--- src/rtl/regfile_mp.sv ---
// Multi-port register file: NR combinational read ports, NW write ports with
// same-cycle bypass, and a per-register pending-write scoreboard for decode stalls.
module regfile_mp #(
  parameter int RW     = 5,
  parameter int W      = 32,
  parameter int NR     = 2,
  parameter int NW     = 2,
  parameter int BYPASS = 1
) (
  input  logic             clk,
  input  logic             rst,
  input  logic [NR-1:0]    rd_en,
  input  logic [NR*RW-1:0] rd_addr,
  output logic [NR*W-1:0]  rd_data,
  output logic [NR-1:0]    rd_busy,
  input  logic [NW-1:0]    wr_en,
  input  logic [NW*RW-1:0] wr_addr,
  input  logic [NW*W-1:0]  wr_data,
  input  logic             iss_en,
  input  logic [RW-1:0]    iss_addr,
  input  logic             flush
);

  localparam int NREG = 1 << RW;

  logic [W-1:0]    regs_q [NREG];
  logic [W-1:0]    regs_d [NREG];
  logic [NREG-1:0] pend_q;
  logic [NREG-1:0] pend_d;
  logic [NR-1:0]   hit;
  logic [W-1:0]    byp [NR];

  // Later write ports overwrite earlier ones, so the highest index wins a collision.
  always_comb begin
    regs_d = regs_q;
    pend_d = pend_q;
    for (int j = 0; j < NW; j++) begin
      if (wr_en[j] && wr_addr[j*RW +: RW] != '0) begin
        regs_d[wr_addr[j*RW +: RW]] = wr_data[j*W +: W];
        pend_d[wr_addr[j*RW +: RW]] = 1'b0;
      end
    end
    // A new producer supersedes the retiring one; a squash overrides both.
    if (iss_en) pend_d[iss_addr] = 1'b1;
    if (flush)  pend_d = '0;
    pend_d[0] = 1'b0;
  end

  always_ff @(posedge clk) begin
    if (rst) begin
      for (int r = 0; r < NREG; r++) regs_q[r] <= '0;
      pend_q <= '0;
    end else begin
      regs_q <= regs_d;
      pend_q <= pend_d;
    end
  end

  // rd_busy=1 means the consumer must stall: the value on rd_data is not yet final.
  always_comb begin
    rd_data = '0;
    rd_busy = '0;
    hit     = '0;
    for (int i = 0; i < NR; i++) byp[i] = '0;
    for (int i = 0; i < NR; i++) begin
      for (int j = 0; j < NW; j++) begin
        if (wr_en[j] && wr_addr[j*RW +: RW] == rd_addr[i*RW +: RW]) begin
          hit[i] = 1'b1;
          byp[i] = wr_data[j*W +: W];
        end
      end
      if (!rst && rd_en[i] && rd_addr[i*RW +: RW] != '0) begin
        if (BYPASS != 0 && hit[i]) rd_data[i*W +: W] = byp[i];
        else                       rd_data[i*W +: W] = regs_q[rd_addr[i*RW +: RW]];
        rd_busy[i] = pend_q[rd_addr[i*RW +: RW]] && !(BYPASS != 0 && hit[i]);
      end
    end
  end

endmodule

--- config.mk ---
export PLATFORM = sky130hd
export DESIGN_NAME = regfile_mp
export DESIGN_NICKNAME = d
export VERILOG_FILES = /design/src/rtl/regfile_mp.sv
export SDC_FILE = /design/constraint.sdc
export NUM_CORES = 2
export LEC_CHECK = 0
export CORE_UTILIZATION = 40
export DETAILED_ROUTE_END_ITERATION = 6
export HOLD_SLACK_MARGIN = 0.12
export PLACE_DENSITY = 0.53
export SYNTH_ARGS = -nofsm -noshare
export SYNTH_HDL_FRONTEND = slang
export SYNTH_SLANG_ARGS = --single-unit
--- constraint.sdc ---
create_clock -name clk -period 4.3 [get_ports clk]
set_clock_uncertainty 0.05 [all_clocks]
set_input_delay 0.43 -clock clk [delete_from_list [all_inputs] [get_ports clk]]
set_output_delay 0.43 -clock clk [all_outputs]
set_load 0.03 [all_outputs]
# Word level (Yosys, flattened, before mapping)
# Cells that the tools add are included.
[totals]
regBits = 1056
latchBits = 0
ram_bits = 0
mem_bits_ro = 0
in_bits = 97
out_inout_bits = 66
word_cells = 127
n_memories = 0
[classes]
addsub = 0
mul = 0
n_div = 0
magnitude_cmp = 14
n_eq_ne = 4
shifts = 0
mux = 41
bitwise = 9
reduce_logical = 25
[op_table]
columns = ["cell", "n"]
rows = [
  ["bitwise mux 1024 bit", 2],
  ["2-to-1 mux 1024 bit", 2],
  ["2-to-1 mux 32 bit", 17],
  ["binary-select mux 32 bit (select 5 bit)", 2],
  ["demux 32 bit (select 5 bit)", 2],
  ["AND 32 bit", 2],
  ["inverter 32 bit", 2],
  ["bitwise OR 32 bit", 1],
  ["less-than comparator 5 x 6 -> 1 bit, second input constant", 5],
  ["greater-or-equal comparator 6 bit, second input constant", 4],
  ["inverter 5 -> 6 bit", 4],
  ["== test 5 bit", 4],
  ["nonzero test 5 bit", 4],
  ["logical AND 1 bit", 17],
  ["demux 1 bit (select 5 bit)", 3],
  ["greater-or-equal comparator 5 x 1 -> 1 bit, second input constant", 3],
  ["less-than comparator 6 x 1 -> 1 bit, second input constant", 2],
  ["2-to-1 mux 1 bit", 11],
  ["binary-select mux 1 bit (select 5 bit)", 2],
  ["zero test 1 bit", 3],
  ["OR reduction 2 bit", 1],
]

# Depth between registers and ports, before layout
[depth]
word_depth = 11
mapped_depth = 9
ltp_nobuf = 5

# Worst setup path before layout
# OpenSTA, ideal clock, no wires.
[synth_timing]
path_type = "in2out"
start = "input port rd_addr[0]"
end = "output port rd_data[5]"
arrival_time_ns = 2.328
required_time_ns = 3.820
setup_slack_ns = 1.492
stages = 7
cell_sequence = "buf_4 buf_6 buf_6 mux4_2 o22ai_1 or4_1 o221ai_1"
[synth_via]
elab_chain_len = 6
elab_cells_between_ends = 16
cone_classes = "eq/ne (2); mux (9); bitwise (1); reduce/logical (4)"
[synth_lines]
columns = ["item", "line", "rtl"]
rows = [
  ["start: declaration", "13", "input logic [NR*RW-1:0] rd_addr,"],
  ["inverter 5 -> 6 bit (not written as such) or == test 5 bit (tied branches)", "74, 67", ""],
  ["binary-select mux 32 bit (select 5 bit) or logical AND 1 bit (tied branches)", "74, 67", ""],
  ["2-to-1 mux 32 bit (not written as such) (tied with other cells) (2 in series)", "74", "else rd_data[i*W +: W] = regs_q[rd_addr[i*RW +: RW]];"],
  ["2-to-1 mux 32 bit", "73", "if (BYPASS != 0 && hit[i]) rd_data[i*W +: W] = byp[i];"],
  ["2-to-1 mux 32 bit *", "72", "if (!rst && rd_en[i] && rd_addr[i*RW +: RW] != '0) begin"],
  ["end: declaration", "14", "output logic [NR*W-1:0] rd_data,"],
]
# Mark *: on every way between the ends. The rest lies on a longest branch, timed or not. The select of a mux whose other input is x is not followed.

# Worst setup path in the final report
[layout_timing]
start = "input port wr_addr[1]"
end = "output port rd_data[36]"
[layout_via]
elab_chain_len = 6
elab_cells_between_ends = 8
cone_classes = "eq/ne (1); mux (6); reduce/logical (1)"
[layout_lines]
columns = ["item", "line", "rtl"]
rows = [
  ["start: declaration", "17", "input logic [NW*RW-1:0] wr_addr,"],
  ["== test 5 bit *", "67", "if (wr_en[j] && wr_addr[j*RW +: RW] == rd_addr[i*RW +: RW]) begin"],
  ["logical AND 1 bit *", "67", ""],
  ["2-to-1 mux 32 bit or 2-to-1 mux 1 bit (tied branches) (2 in series)", "67", ""],
  ["2-to-1 mux 32 bit *", "73", ""],
  ["2-to-1 mux 32 bit *", "72", ""],
]
# Mark *: on every way between the ends. The rest lies on a longest branch, timed or not.

==> flow_summary.yaml <==
clock_network:
  clock_latency_ns: 0.78
  cts_tree: "done"
  cts-root-buf: "clkbuf_16"
  max-clock-path-buffers: 3
  cts_buffers: 130
  postCtsHoldBufs: 1
  cts_sinks: 1055
  postCtsSetupBuffers: 0
  cts.reportedPaths.clkPinSlew_ns: 0.06
  cts_resized: 0
  htreeDepth: 4
timing:
  setup_viol: 0
  min_period_ns: 4.20
  rsz0062_at_grt: "false"
  timing.final.crit_share_pct: 97.6
  finalSetupTns_ns: 0
  maxSlewViolCount: 0
  worst_pin_slew_ns: 1.36
  fmax_mhz: 238
  finalHoldViolCount: 0
  relSlewSlack_pct: 9.45
final_layout:
  syn_to_final_growth_pct: 13.0
  n_fill_cell: 14500
  nNetsFinal: 6506
  layout_common_cells: "1055 x dfxtp_1, 1053 x nor2_1, 587 x mux2i_1"
  drive_above_1_share_pct: 18.9
  final_common_cell: "dfxtp_1"
setup_path:
  cpPeakStageDelay_ns: 1.13
  cp_data_required_time_ns: 3.82
  crit_path_max_fanout: 31
  crit_slowest_cell: "and3_2"
  worst_setup_path_end_kind: "output pin"
  arrival_ns: 3.72
  crit_type: "in -> out"
  cp-start-kind: "primary input"
  crit_chain: "clkdlybuf4s50_1 -> xor2_1 -> nor4_1 -> and3_1 -> and3_2 -> a221o_1 -> buf_12"
power:
  p_comb_share_pct: 11.8
  p_switching_uw: 6870
  irDropWorstVdd_mv: 0.437
  p_leak_uw: 0.0238
  sw_frac_of_total_pct: 27.9
  total_power_uw: 24600
  powerDensity_mw_per_mm2: 341
  p_int_uw: 17700
  seqPwrFrac_pct: 41.1
  clock_power_share_pct: 47.1
routing:
  met1_length_mm: 119
  routed.top_layer: "met5"
  drt_iter0_markers: 9875
  wl_mm: 305
  wl_met3_mm: 39.7
  vias: 60200
  vias_per_cell: 7.02
  drc: 9
  route.met2.wl_mm: 126
  dr.pass1.iters: 7
  ant_nets: 0
  routedWlPerCell_microns: 35.6
placement:
  gp_congestion: 0.945
  dp_hpwl_mm: 183
  port_buffers: 162
synthesis:
  synthArstFlopShare_pct: 0
  synth_cell_type_count: 52
  mappedNetlistArea_sq_mm: 0.0638
  yosysWarnings: 0
  netlist_instances: 6783
  postSynthAreaPerCell_sq_um: 9.40
  synth_edf_count: 0
  ys_ff_latch: 1055
  syn_nets: 6880
  ys_seq_area_share_pct: 33.1
  synthFlopType: "dfxtp_1"
die:
  core_sq_mm: 0.158
  die_y_microns: 401
  floorplan.die.width_microns: 401
  die_area_sq_mm: 0.161
  num_io_pins: 163
  rows: 146
  start_util_pct: 40.3
global_route:
  grt_pass1_wl_mm: 431
  gr-total-overflow: 0
  grt_max_degree: 191
  grt_pass1_vias: 55700
  antenna_found_initial: 19
  track_usage_pct: 36.8
job:
  cap_violations: 0
status:
  failed_checks: "design-rule violations"
  status: "complete, but fails checks"
hold_path:
  hold_class: "reg -> reg"
==> cells in the mapped netlist, drive strengths merged, types with 2 or more instances <==
cell	number	area, sq um
nor2	1061	4000
dfxtp	1055	21100
clkbuf	686	2600
mux2i	587	5880
a211oi	576	4320
nand2	553	2080
mux4	529	11900
nand3	419	2100
a311oi	416	3640
buf	310	1840
a22oi	128	961
o22ai	128	801
nor2b	35	219
inv	33	124
nand4	33	206
o221ai	32	280
or4	32	240
a221o	31	310
a32oi	15	131
nor3	14	149
a21oi	13	65.1
nor3b	12	90.1
xor2	12	105
nand3b	11	82.6
and3	10	62.6
and3b	9	78.8
xnor2	8	70.1
nor4	6	82.6
nand2b	5	38.8
a2bb2oi	4	35.0
or2	3	18.8
or3	3	18.8
a31o	2	17.5
and2b	2	15.0
o311ai	2	17.5
or3b	2	17.5
==> layout make-up <==
type / count / area, sq um / area share, %
multi-input combinational: 4699 / 38500 / 53.4
inverter: 33 / 124 / 0.172
timing repair buffer: 490 / 5320 / 7.38
sequential: 1055 / 21100 / 29.3
clock buffer: 193 / 3890 / 5.39
antenna: 4 / 10.0 / 0.0139
tap: 2072 / 2590 / 3.60
clock inverter: 38 / 510 / 0.708
==> per-layer routing <==
metal	vias to the layer above	global-route usage [%]
li1	24900	-
met1	29900	49.6
met2	4466	51.5
met3	933	11.3
met4	12	21.4
met5	-	0.0595
==> power groups by stage <==
stage	clock [uW]	sequential [uW]	combinational [uW]
after floorplan	0	10300	1720
after global placement	0	10300	2780
after detailed placement	0	10300	2800
after CTS	11600	10100	2800
after global routing	12000	10100	2960
final	11600	10100	2900
==> through the flow <==
stage / hold WS [ns] / instance area [sq um] / setup WS, ns / cells / util (%)
after floorplan: 0.401 / 63800 / 1.49 / 6783 / -
after global placement: 0.414 / 67700 / 0.351 / 8348 / 42.7
after detailed placement: 0.420 / 67700 / 0.313 / 8348 / 42.7
after CTS: 0.424 / 72100 / 0.304 / 8580 / 45.5
after global routing: 0.447 / 72100 / 0.105 / 8581 / 45.5
final: 0.428 / 72100 / 0.105 / 8584 / 45.5
==> logic make-up after synthesis <==
kind of cell	share of synthesized area [%]
simple gates	14.9
compound gates	16.6
mux	27.9
flops	33.1
buf+inv	7.16
xor+xnor	0.275
==> worst paths after layout <==
path	startpoint	end	cells past startpoint	slack (ns)
max	wr_addr[1]	rd_data[36]	7	0.10
max reg2reg	regs_q[311]$_SDFF_PP0_	regs_q[311]$_SDFF_PP0_	2	3.35
min reg2reg	regs_q[1022]$_SDFF_PP0_	regs_q[1022]$_SDFF_PP0_	1	0.43
min	regs_q[1022]$_SDFF_PP0_	regs_q[1022]$_SDFF_PP0_	1	0.43
==> sequential cells by signal, summed over array words and instances (netlist names) <==
register,flops
regs_q,1024
pend_q,31
==> critical path, delay by kind of cell <==
kind                      cells  cell delay (ns)
AOI/OAI and AO/OA             1             0.39
xor gates and xnor gates      1             0.25
buffers and inverters         2             0.79
and+or+nand+nor               3             1.80
No activity file was read; power rests on OpenSTA's default activity.
